File: config.mk
export PLATFORM = sky130hd
export DESIGN_NAME = ship_hit_controller
export DESIGN_NICKNAME = d
export VERILOG_FILES = /design/src/rtl/ship_hit_controller_pkg.sv /design/src/rtl/ship_hit_controller_hitbox_cmp.sv /design/src/rtl/ship_hit_controller.sv
export SDC_FILE = /design/constraint.sdc
export NUM_CORES = 1
export LEC_CHECK = 0
export CAP_MARGIN = 40
export CORE_MARGIN = 2
export CORE_UTILIZATION = 38
export DETAILED_ROUTE_END_ITERATION = 6
export PLACE_DENSITY = 0.61
export SLEW_MARGIN = 10
export SYNTH_ARGS = -nofsm -noshare
export SYNTH_HDL_FRONTEND = slang
export SYNTH_SLANG_ARGS = --single-unit
File: constraint.sdc
create_clock -name pclk -period 3.2 [get_ports pclk]
set_input_delay 0.64 -clock pclk [delete_from_list [all_inputs] [get_ports pclk]]
set_output_delay 0.64 -clock pclk [all_outputs]
set_load 0.05 [all_outputs]
File: src/rtl/ship_hit_controller_pkg.sv
// Shared game geometry for the collision checkers: ship hitbox row and
// tolerances, plus the clamped lower-bound helper used by window compares.
package ship_hit_controller_pkg;

  localparam int COORD_W = 11;
  localparam int WIN_W   = 12;

  localparam logic [WIN_W-1:0] Y_SHIP  = 12'd680;
  localparam logic [WIN_W-1:0] Y_TOL   = 12'd4;
  localparam logic [WIN_W-1:0] X_WIDTH = 12'd10;

  // Lower window bound saturates at 0 so ships near the left edge never wrap.
  function automatic logic [WIN_W-1:0] win_lo(input logic [WIN_W-1:0] centre,
                                              input logic [WIN_W-1:0] tol);
    return (centre > tol) ? (centre - tol) : '0;
  endfunction

endpackage

File: src/rtl/ship_hit_controller_hitbox_cmp.sv
// Combinational ship hitbox test: inclusive X/Y window around the ship,
// evaluated at 12 bits with a clamped lower bound and an unclamped upper bound.
module ship_hit_controller_hitbox_cmp
  import ship_hit_controller_pkg::*;
(
  input  logic [COORD_W-1:0] i_ship_x,
  input  logic [COORD_W-1:0] i_bul_x,
  input  logic [COORD_W-1:0] i_bul_y,
  output logic               o_hit
);

  logic [WIN_W-1:0] w_bx;
  logic [WIN_W-1:0] w_by;
  logic [WIN_W-1:0] w_sx;
  logic [WIN_W-1:0] w_x_lo;
  logic [WIN_W-1:0] w_x_hi;
  logic [WIN_W-1:0] w_y_lo;
  logic [WIN_W-1:0] w_y_hi;

  always_comb begin
    w_bx   = {1'b0, i_bul_x};
    w_by   = {1'b0, i_bul_y};
    w_sx   = {1'b0, i_ship_x};
    w_x_lo = win_lo(w_sx, X_WIDTH);
    w_x_hi = w_sx + X_WIDTH;
    w_y_lo = win_lo(Y_SHIP, Y_TOL);
    w_y_hi = Y_SHIP + Y_TOL;
    o_hit  = (w_bx >= w_x_lo) && (w_bx <= w_x_hi) &&
             (w_by >= w_y_lo) && (w_by <= w_y_hi);
  end

endmodule

File: src/rtl/ship_hit_controller.sv
// Per-frame ship-vs-enemy-bullet scheduler: scans every bullet slot after each
// frame tick, kills overlapping bullets, and tracks lives, invulnerability and blink.
module ship_hit_controller
  import ship_hit_controller_pkg::*;
#(
  parameter int N_BULLETS     = 8,
  parameter int IDX_W         = 3,
  parameter int LIVES         = 3,
  parameter int INVULN_FRAMES = 120,
  parameter int BLINK_FRAMES  = 8
) (
  input  logic               pclk,
  input  logic               rst,
  input  logic               frame_tick,
  input  logic               game_restart,
  input  logic [COORD_W-1:0] ship_X,
  output logic               bul_rd,
  output logic [IDX_W-1:0]   bul_idx,
  input  logic               bul_valid,
  input  logic [COORD_W-1:0] bul_X,
  input  logic [COORD_W-1:0] bul_Y,
  output logic               bul_kill,
  output logic [IDX_W-1:0]   bul_kill_idx,
  output logic               ship_hit,
  output logic [2:0]         lives,
  output logic               is_ship_display,
  output logic               game_over
);

  localparam int INV_W = $clog2(INVULN_FRAMES + 1);
  localparam int BLK_W = (BLINK_FRAMES > 1) ? $clog2(BLINK_FRAMES) : 1;

  localparam logic [IDX_W-1:0] IDX_LAST    = IDX_W'(N_BULLETS - 1);
  localparam logic [INV_W-1:0] INVULN_INIT = INV_W'(INVULN_FRAMES);
  localparam logic [BLK_W-1:0] BLINK_LAST  = BLK_W'(BLINK_FRAMES - 1);
  localparam logic [2:0]       LIVES_INIT  = 3'(LIVES);

  typedef enum logic [2:0] {
    S_IDLE,
    S_SCAN,
    S_DRAIN,
    S_APPLY,
    S_OVER
  } state_t;

  state_t               r_state;
  state_t               w_state_next;
  logic [IDX_W-1:0]     r_idx;
  logic                 r_chk_vld;
  logic [IDX_W-1:0]     r_chk_idx;
  logic [COORD_W-1:0]   r_ship_x;
  logic                 r_hit_flag;
  logic [2:0]           r_lives;
  logic [INV_W-1:0]     r_invuln;
  logic [BLK_W-1:0]     r_blink;
  logic                 r_display;
  logic                 w_in_box;
  logic                 w_kill;

  ship_hit_controller_hitbox_cmp u_hitbox (
    .i_ship_x (r_ship_x),
    .i_bul_x  (bul_X),
    .i_bul_y  (bul_Y),
    .o_hit    (w_in_box)
  );

  // Read data for the slot issued last cycle is on bul_* now; rst suppresses
  // any pulse in the very cycle it is asserted.
  always_comb begin
    w_kill = r_chk_vld && bul_valid && w_in_box && (r_invuln == '0) && !rst;
  end

  always_comb begin
    w_state_next = r_state;
    case (r_state)
      S_IDLE:  if (frame_tick) w_state_next = S_SCAN;
      S_SCAN:  if (r_idx == IDX_LAST) w_state_next = S_DRAIN;
      S_DRAIN: w_state_next = S_APPLY;
      S_APPLY: begin
        if (r_hit_flag && (r_lives == 3'd1)) w_state_next = S_OVER;
        else                                 w_state_next = S_IDLE;
      end
      S_OVER:  if (game_restart) w_state_next = S_IDLE;
      default: w_state_next = S_IDLE;
    endcase
  end

  always_ff @(posedge pclk) begin
    if (rst) begin
      r_state    <= S_IDLE;
      r_idx      <= '0;
      r_chk_vld  <= 1'b0;
      r_chk_idx  <= '0;
      r_ship_x   <= '0;
      r_hit_flag <= 1'b0;
      r_lives    <= LIVES_INIT;
      r_invuln   <= '0;
      r_blink    <= '0;
      r_display  <= 1'b1;
    end else begin
      r_state   <= w_state_next;
      r_chk_vld <= (r_state == S_SCAN);
      if (r_state == S_SCAN) r_chk_idx <= r_idx;

      case (r_state)
        S_IDLE: begin
          if (frame_tick) begin
            r_ship_x   <= ship_X;
            r_hit_flag <= 1'b0;
            r_idx      <= '0;
          end
        end
        S_SCAN:  r_idx <= (r_idx == IDX_LAST) ? '0 : r_idx + IDX_W'(1);
        default: ;
      endcase

      if (w_kill) r_hit_flag <= 1'b1;

      // A hit in APPLY outranks ageing from a coincident tick; OVER freezes everything.
      if ((r_state == S_APPLY) && r_hit_flag) begin
        r_lives   <= r_lives - 3'd1;
        r_invuln  <= INVULN_INIT;
        r_blink   <= '0;
        r_display <= 1'b0;
      end else if (r_state == S_OVER) begin
        if (game_restart) begin
          r_lives   <= LIVES_INIT;
          r_invuln  <= '0;
          r_blink   <= '0;
          r_display <= 1'b1;
        end
      end else if (frame_tick && (r_invuln != '0)) begin
        r_invuln <= r_invuln - INV_W'(1);
        if (r_blink == BLINK_LAST) begin
          r_blink   <= '0;
          r_display <= !r_display;
        end else begin
          r_blink <= r_blink + BLK_W'(1);
        end
        if (r_invuln == INV_W'(1)) r_display <= 1'b1;
      end
    end
  end

  always_comb begin
    bul_rd          = (r_state == S_SCAN);
    bul_idx         = r_idx;
    bul_kill        = w_kill;
    bul_kill_idx    = r_chk_idx;
    ship_hit        = (r_state == S_APPLY) && r_hit_flag && !rst;
    lives           = r_lives;
    is_ship_display = r_display && (r_state != S_OVER);
    game_over       = (r_state == S_OVER);
  end

endmodule
==> results by group, run 1 <==
Floorplanning
  • Die Area: around 0.0074 mm²
  • Core area: around 0.0064 mm²
  • Die Y: 86.1 µm
  • I/O Pins: 52
  • Row count: 29
  • DIE WIDTH: around 86 µm
  • Initial Util: 39.9%

Final layout
  • # diodes: 0
  • Layout area overhead: 38.9%
  • Filler cell count: roughly 610
  • Highest-count cells in the layout ignoring fill and taps: 52 x nand2_1, 49 x clkdlybuf4s50_1, 42 x buf_4
  • Layout cells sized above 1: between 10% and 20%
  • Final core occ: 55.5%
  • Fin nets: 483
  • Most common cell after layout, fill and taps aside: nand2_1

Worst setup path
  • Crit path cell chain: or4_4 -> or4_4 -> a21o_4 -> and2_1 -> ha_1 -> nand2b_4 -> a31oi_1 -> o211ai_1 -> nand2_1 -> a211oi_4 -> buf_12
  • Max stage delay cell, worst path: or4_4
  • Worst setup SP type: flop
  • Crit end category: output pin
  • CP Max Fanout: 7
  • Max stage delay on crit path: roughly 0.53 ns
  • CP required: 2.56 ns
  • CP most frequent cell: or4_4
  • Critical path class: flop to output pin
  • WP data arrival: 3.13 ns

STA
  • Tightest Pin Transition: around 0.50 ns
  • Setup TNS: -0.575 ns
  • Worst Hold Slack: about 0.46 ns
  • Hold Vio Cnt, Final: 0
  • Min Tclk post-route: around 3.8 ns
  • Relative slew slack: roughly 67%
  • PnR worst setup slack: -0.575 ns
  • Max-slew violation count: 0
  • Clk_skew: 0.00800 ns
  • F_max: roughly 260 MHz
  • RSZ-0062 raised after global routing: yes
  • Tcrit/Tclk final: 118%
  • # setup viols final: 1

CTS
  • Clk root buf: clkbuf_8
  • CTS max path bufs: 2
  • Htree depth: 2
  • CTS buffer count: 5
  • TritonCTS clock tree: yes
  • Skew-Pair Late Insertion Delay: 0.28 ns
  • # clock sinks: 36
  • Clock slew seen by the registers of the worst setup and hold paths: about 0.070 ns
  • # Post-CTS Setup Buffers: 0

Synthesis
  • Synth Flop Type: dfxtp_1
  • Syn Nets: a little under 400
  • Avg Synthesized Cell Area: a little under 8 µm²
  • Yosys cell types: 53
  • Mapped Area: 0.00256 mm²
  • Post-synth EDFFs: 0
  • Mapped Cells: around 330
  • Synth warn: 0
  • Seq cells post-synth: 36
  • Ys async rst share: 0%
  • Sequential area share after synthesis: 28.1%

Worst hold path
  • Kind of path behind the tightest hold check: flop to flop

Flow run
  • Max-Cap Viols: 0

Routing
  • Routed Antenna Nets: 0
  • Final WL: 6.72 mm
  • DR iter-0 viols: 65
  • Pre-antenna DRT Iters: 4
  • WL/cell: between 10 and 15 µm
  • Via density: 5.23
  • DRC violation count after routing: 0
  • Via count: around 2600

Place
  • Buffers on Ports: 51
  • GPL Wtd Cong: approximately 0.88
  • Hpwl dp: ~5.4 mm

Run status
  • Failing checks: negative setup slack
  • Status: finished, violations left

Global route
  • Number of global-route vias before repair: roughly 2400
  • Initial antenna violation count: 0
  • First-pass GRT wire length: approximately 11 mm
  • Grt ovf: 0
  • GRT Total Usage: between 10% and 20%
  • Largest net degree at the start of global routing: 33

Power and ir drop
  • PD cells: 454 mW/mm²
  • Lkg Pwr: between 1.5 and 2 nW
  • Overall Power: ~1.6 mW
  • Max IR drop VDD: 0.225 mV
## synthesized netlist by cell type (2+ instances only)
cell,count,area (µm²)
nand2_1,52,195
dfxtp_1,36,721
a21oi_1,35,175
ha_1,33,413
nor2_1,25,93.8
inv_1,13,48.8
clkbuf_1,11,41.3
nor3_1,10,50.1
o21ai_0,9,45.0
xor2_1,9,78.8
nand3_1,8,40.0
or4_1,7,52.6
xnor2_1,7,61.3
a31oi_1,6,37.5
nand2b_1,6,37.5
a211oi_1,4,30.0
nor2b_1,4,25.0
o211ai_1,4,30.0
a211o_1,3,26.3
buf_2,3,15.0
or3_1,3,18.8
a21o_1,2,15.0
a311oi_1,2,17.5
and2_1,2,12.5
nor4_1,2,12.5
o21bai_1,2,15.0
o31ai_1,2,15.0
or2_2,2,12.5
## timing repair
item / CTS / global route
hold buffers: 0 / 0
gates resized for setup: 3 / 1
pin swaps: 3 / 2
endpoints found under the hold margin: 0 / 0
endpoints found under the setup margin: 1 / 1
## worst paths after layout
path / startpoint / to / cells after the start / slack (ns)
setup / recovery: r_ship_x[6] / bul_kill / 11 / -0.57
hold / removal: bul_kill_idx[1] / bul_kill_idx[1] / 2 / 0.46
hold reg to reg: bul_kill_idx[1] / bul_kill_idx[1] / 2 / 0.46
setup reg to reg: r_ship_x[6] / r_hit_flag / 11 / 0.27
## critical path: cells and delay by family, from the launching register on
family	cells	cell delay (ns)
AOI/OAI and AO/OA	4	0.74
adders and majority gates	1	0.28
DFF	1	0.31
buffers and inverters	1	0.17
and+or+nand+nor	5	1.36
## registers in the layout, indices dropped and copies added, names as in the netlist
signal	flops
r_ship_x	11
r_invuln	7
bul_idx	3
bul_kill_idx	3
lives	3
r_blink	3
r_state	3
r_chk_vld	1
r_display	1
r_hit_flag	1
## power breakdown
| group | switching (mW) | internal [mW] |
|---|---|---|
| registers | 0.0635 | 0.508 |
| logic | 0.381 | 0.336 |
| clock network | 0.153 | 0.176 |
| total | 0.598 | 1.02 |
## layout make-up
cell class	instances	area (µm²)	share of cell area, %
clock buffer	8	90.1	2.53
inverter	13	48.8	1.37
multi-input combinational	263	1760	49.4
sequential	36	721	20.2
tap	77	96.3	2.70
timing repair buffer	93	846	23.7
## per-stage QoR
step | setup WS, ns | cells | cell area, µm²
after floorplan | -0.471 | 327 | 2580
after global placement | -0.226 | 482 | 3450
after detailed placement | -0.292 | 482 | 3450
after CTS | -0.616 | 490 | 3550
after global routing | -0.704 | 490 | 3560
final | -0.575 | 490 | 3560
## per-layer routing
metal | global-route usage (%) | wire length, µm
met5 | 0 | 0
met2 | 31.8 | 3210
met1 | 25.5 | 3260
met3 | 2.60 | 155
met4 | 5.63 | 92
## cell families (layout without fill, tap and decap cells)
family | count (synthesis) | after routing | share of synthesized area, %
flops | 36 | 36 | 28.1
xor+xnor | 16 | 16 | 5.47
simple gates | 133 | 133 | 25.4
fa+ha+maj | 33 | 33 | 16.1
compound gates | 81 | 81 | 20.4
buf+inv | 28 | 114 | 4.54
(Power assumes the default switching activity.)
==> run 2: changes to the inputs <==
PLACE_DENSITY = 0.66   (was 0.61)
SKIP_CTS_REPAIR_TIMING = 1   (was default)
clock period = 4.74 ns   (was 3.2 ns; I/O delays follow)
==> run 2 against run 1 <==
  * The flow now finishes without violations
  * First-iteration DRC count shrank 1.5%
  * Via count shrank 5.2%
  * Total power shrank 36%
  * Largest power group unchanged
  * Sequential cell count is the same
  * Sequential share of layout area grew 2.2 points
  * Combinational power shrank 41%
  * Core utilization shrank 5.4 points
  * Worst setup slack gained 0.85 ns
==> results by group, run 2 (synthesis gave the netlist of run 1 again) <==
Place
  • Post-Place Cell Area: 0.00313 mm²
  • Buffers on Ports: between 50 and 60
  • GPL Wtd Cong: ~0.86
  • Hpwl dp: 4.77 mm

Final layout
  • Top flop regs: r_ship_x (11), r_invuln (7)
  • Layout cells sized above 1: under 10%
  • Largest Register: r_ship_x
  • Final Cell Area: ~0.0032 mm²
  • Most common cell after layout, fill and taps aside: nand2_1
  • Highest-count cells in the layout ignoring fill and taps: 52 x nand2_1, 50 x clkdlybuf4s50_1, 36 x dfxtp_1
  • # diodes: 0
  • Largest register FFs: 11
  • Fin nets: 443
  • Filler cell count: 627
  • Layout area overhead: 25.5%

Global route
  • Initial antenna violation count: 0
  • Largest net degree at the start of global routing: 33
  • Grt ovf: 0
  • Number of global-route vias before repair: about 2200
  • GRT Total Usage: ~17%
  • First-pass GRT wire length: around 10 mm

Worst setup path
  • Worst setup SP type: flop
  • CP most frequent cell: or4_1
  • Worst R2R End: r_hit_flag
  • Max stage delay cell, worst path: or4_1
  • Critical path class: flop to output pin
  • CP Max Fanout: 10
  • Reg2reg path depth: 10
  • CP required: ~3.8 ns
  • Crit end category: output pin
  • Crit path max-delay family: simple AND/OR/NAND/NOR gates
  • Max stage delay on crit path: about 0.56 ns
  • WP data arrival: 3.52 ns
  • Crit path cell chain: or4_1 -> or4_1 -> a21o_2 -> and2_1 -> ha_1 -> nand2b_1 -> a31oi_1 -> o211ai_1 -> nand2_1 -> a211oi_1 -> buf_12
  • RR Startpoint: r_ship_x[6]
  • Crit path buf inv count: 1
  • Worst reg2reg setup slack: around 1.7 ns

Floorplanning
  • Row count: 29
  • DIE WIDTH: around 86 µm
  • Die Area: 0.00742 mm²
  • Initial Util: about 40%
  • Core area: between 0.006 and 0.007 mm²
  • Die Y: ~86 µm
  • I/O Pins: 52

Routing
  • Pre-antenna DRT Iters: 4
  • Via count: about 2400
  • Routed Antenna Nets: 0
  • Via density: between 5 and 6
  • Final WL: approximately 6.1 mm
  • DR iter-0 viols: 64
  • WL/cell: 13.5 µm
  • DRC violation count after routing: 0

STA
  • RSZ-0062 raised after global routing: no
  • # setup viols final: 0
  • Tcrit/Tclk final: 94.2%
  • Hold Vio Cnt, Final: 0
  • F_max: ~220 MHz
  • Min Tclk post-route: between 4 and 5 ns
  • Max-slew violation count: 0
  • Relative slew slack: about 61%
  • Clk_skew: 0.00395 ns
  • Setup TNS: 0 ns
  • Tightest Pin Transition: between 0.5 and 0.6 ns

CTS
  • Clk root buf: clkbuf_8
  • Clock slew seen by the registers of the worst setup and hold paths: about 0.070 ns
  • TritonCTS clock tree: yes
  • CTS buffer count: 5
  • Htree depth: 2
  • Skew-Pair Late Insertion Delay: about 0.28 ns
  • CTS max path bufs: 2
  • # clock sinks: 36

Flow run
  • Max-Cap Viols: 0

Power and ir drop
  • Clk pwr share: 21.3%
  • Lkg Pwr: roughly 1.3 nW
  • Switching part of the total: a little under two fifths
  • Power Internal: ~650 µW
  • PD cells: between 300 and 400 mW/mm²
  • Max IR drop VDD: between 0.15 and 0.2 mV
  • Sequential power share: between 30% and 40%
  • Combinational Power Share: between 40 and 50%
  • NetSw: between 300 and 400 µW

Run status
  • Status: completed

Worst hold path
  • Hold path depth: 2
  • Worst Hold Path EP: bul_kill_idx[1]
  • Hold Startpoint: bul_kill_idx[1]
  • Kind of path behind the tightest hold check: flop to flop
[run 2: cell types whose count changed in the layout (fill, tap and decap cells not counted), sizes merged]
cell / before / now
clkdlybuf4s50: 49 / 50
buf: 44 / 3
[run 2: routing by layer]
layer,up-vias,global-route usage (%),routed length (µm)
li1,1265,-,-
met1,1116,23.4,2930
met2,47,29.0,2930
met3,4,2.41,183
met4,0,4.33,48
met5,-,0,0
[run 2: worst max path at each step]
| stage | startpoint | to | cells after the start |
|---|---|---|---|
| after floorplan | r_ship_x[6] | bul_kill | 12 |
| after global placement | r_ship_x[6] | bul_kill | 11 |
| after detailed placement | r_ship_x[6] | bul_kill | 11 |
| after CTS | r_ship_x[6] | bul_kill | 11 |
| after global routing | r_ship_x[6] | bul_kill | 11 |
| final | r_ship_x[6] | bul_kill | 11 |
[run 2: metrics by stage]
stage	cells	setup WS, ns	util (%)	total power, mW	hold slack, ns
global route	450	0.0302	50.1	1.13	0.489
detailed placement	442	0.582	48.7	0.819	0.449
floorplan	327	0.0275	-	0.699	0.452
finish	450	0.276	50.1	1.04	0.457
CTS	450	0.277	50.1	1.04	0.459
global placement	442	0.674	48.7	0.807	0.444
[run 2: cell type report]
type / instances / area (µm²) / share of cell area (%)
well taps: 77 / 96.3 / 2.99
inverters: 13 / 48.8 / 1.52
flip-flops and latches: 36 / 721 / 22.4
repair buffers: 53 / 536 / 16.6
multi-input cells: 263 / 1730 / 53.7
clock buffers: 8 / 90.1 / 2.80
[run 2: power groups by stage]
stage	Combinational, mW	Sequential (mW)	Clock, mW
floorplan	0.314	0.386	0
global placement	0.410	0.398	0
detailed placement	0.420	0.399	0
CTS	0.423	0.392	0.227
global route	0.482	0.402	0.242
finish	0.421	0.394	0.220
[run 2: worst min-delay path: cells and delay by family (launching register included)]
kind	cells	cell delay (ns)
compound gates	1	0.05
flops	1	0.31
simple gates	1	0.05
==> run 3: changes to the inputs <==
GPL_TIMING_DRIVEN = 0   (was default)
HOLD_SLACK_MARGIN = 0.02   (was default)
==> run 3 against run 2 <==
  * Global-route usage down 0.094 points
  * Final area up 1.6%
  * Total power up 0.86%
  * Sequential power down 2%
  * Sequential share of layout area down 0.36 points
  * Register-to-register slack worse by 0.17 ns
  * Critical path depth up 1
  * Worst setup slack better by 0.062 ns
  * Routed wire length up 3.6%
  * Worst hold slack worse by 0.0017 ns
  * Critical path type unchanged
==> results by group, run 3 (synthesis gave the netlist of run 1 again) <==
Routing
  • DRC violation count after routing: 0
  • DR iter-0 viols: just over 50
  • Pre-antenna DRT Iters: 4
  • Routed Antenna Nets: 0
  • Via density: roughly 5.3
  • Via count: between 2000 and 2500
  • WL/cell: about 14 µm
  • Final WL: around 6.3 mm

Final layout
  • Layout area overhead: 27.6%
  • Register area: 721 µm²
  • Filler cell count: 642
  • Layout cells sized above 1: roughly 5.2%
  • Multi-input logic area: 0.00173 mm²
  • Fin nets: about 460
  • Final Cell Area: ~0.0033 mm²
  • Largest register FFs: 11
  • Post-Layout Cell Count: 463
  • Top flop regs: r_ship_x (11), r_invuln (7)
  • Highest-count cells in the layout ignoring fill and taps: 52 x nand2_1, 50 x clkdlybuf4s50_1, 36 x dfxtp_1
  • Final core occ: 50.9%
  • Most common cell after layout, fill and taps aside: nand2_1
  • Largest Register: r_ship_x
  • # diodes: 0

Global route
  • M3 GR Usage: between 3 and 4%
  • Initial antenna violation count: 0
  • Met1 GRT Util: 21.8%
  • GRT Total Usage: around 17%
  • Grt ovf: 0
  • Number of global-route vias before repair: between 2000 and 2500
  • GRT Max-Usage Layer: met2
  • First-pass GRT wire length: between 10 and 15 mm
  • Largest net degree at the start of global routing: 11
  • Global Route met2 Usage: ~30%

CTS
  • Clk root buf: clkbuf_8
  • Skew-Pair Late Insertion Delay: ~0.29 ns
  • CTS buffer count: 5
  • # clock sinks: 36
  • Clock slew seen by the registers of the worst setup and hold paths: about 0.070 ns
  • CTS max path bufs: 2
  • TritonCTS clock tree: yes
  • Htree depth: 2

Worst setup path
  • Critical Path Source: r_ship_x[7]
  • Worst reg2reg setup slack: ~1.6 ns
  • Crit end category: output pin
  • WP data arrival: 3.45 ns
  • Worst setup SP type: flop
  • Worst R2R End: r_hit_flag
  • CP required: approximately 3.8 ns
  • CP Max Fanout: 10
  • CP endpoint: bul_kill
  • RR Startpoint: r_ship_x[7]
  • Reg2reg path depth: 12
  • Critical path class: flop to output pin

STA
  • Clk_skew: between 0.008 and 0.009 ns
  • PnR worst setup slack: between 0.3 and 0.4 ns
  • Relative slew slack: 61.6%
  • # setup viols final: 0
  • RSZ-0062 raised after global routing: no
  • Tightest Pin Transition: between 0.5 and 0.6 ns
  • Max-slew violation count: 0
  • F_max: around 230 MHz
  • Hold Vio Cnt, Final: 0
  • Min Tclk post-route: between 4 and 5 ns
  • Tcrit/Tclk final: slightly above 90%

Place
  • Hpwl dp: ~5 mm
  • Placed cells: between 400 and 500
  • GPL Wtd Cong: approximately 0.88
  • Post-Place Cell Area: 0.00317 mm²
  • Dpl ws: -0.190 ns
  • Buffers on Ports: ~50

Floorplanning
  • I/O Pins: 52
  • Core area: 0.00642 mm²
  • Row count: 29
  • DIE WIDTH: 86.1 µm
  • Die Area: 0.00742 mm²
  • Initial Util: approximately two fifths
  • Die Y: 86.1 µm

Worst hold path
  • Hold Startpoint: bul_kill_idx[1]
  • Kind of path behind the tightest hold check: flop to flop

Power and ir drop
  • PD cells: ~320 mW/mm²
  • Overall Power: approximately 1.0 mW
  • NetSw: between 300 and 400 µW
  • Switching part of the total: a little under two fifths
  • Lkg Pwr: about 1.3 nW
  • Max IR drop VDD: 0.198 mV
  • Power Internal: 653 µW
  • Combinational Power Share: about two fifths
  • Clk pwr share: roughly a fifth
  • Sequential power share: 37.0%

Flow run
  • Max-Cap Viols: 0

Run status
  • Status: completed
==> run 3: area by class of cell <==
type	count	area share, %
multi-input combinational	263	52.9
clock buffer	8	2.75
buffer	14	1.95
inverter	13	1.49
tap	77	2.95
timing repair buffer	52	15.9
sequential	36	22.0
==> run 3: power by group through the flow <==
stage / clock, mW / sequential, mW / combinational [mW]
final: 0.223 / 0.386 / 0.435
after global routing: 0.242 / 0.391 / 0.493
after CTS: 0.231 / 0.385 / 0.431
after detailed placement: 0 / 0.391 / 0.428
after global placement: 0 / 0.390 / 0.419
after floorplan: 0 / 0.386 / 0.314
==> run 3: worst max-delay path, stage by stage, from the launching register on <==
cell      delay (ns)
dfxtp_1         0.29
buf_2           0.16
or4_1           0.52
or4_1           0.46
a21o_2          0.29
and2_1          0.18
ha_1            0.26
nand2b_1        0.09
a31oi_1         0.08
o211ai_1        0.26
nand2_1         0.10
a211oi_2        0.27
buf_6           0.20
==> run 3: through the flow <==
step / setup TNS (ns) / hold WS, ns
floorplan: 0 / 0.452
global placement: -0.195 / 0.449
detailed placement: -0.190 / 0.453
CTS: -0.511 / 0.462
global route: 0 / 0.489
finish: 0 / 0.455
==> run 3: worst min path at each step <==
| stage | slack (ns) | to | depth (start not counted) |
|---|---|---|---|
| 2_1_floorplan | 0.45 | r_blink[1] | 2 |
| 3_3_place_gp | 0.45 | bul_kill_idx[2] | 2 |
| 3_5_place_dp | 0.45 | bul_kill_idx[1] | 2 |
| 4_1_cts | 0.46 | bul_kill_idx[1] | 2 |
| 5_1_grt | 0.49 | bul_kill_idx[2] | 2 |
| 6_report | 0.46 | bul_kill_idx[1] | 2 |
==> run 3: metal layers <==
metal / wire [µm] / share of wire, %
met5: 0 / 0
met2: 3000 / 48
met3: 194 / 3.1
met1: 3040 / 48
met4: 72 / 1.1
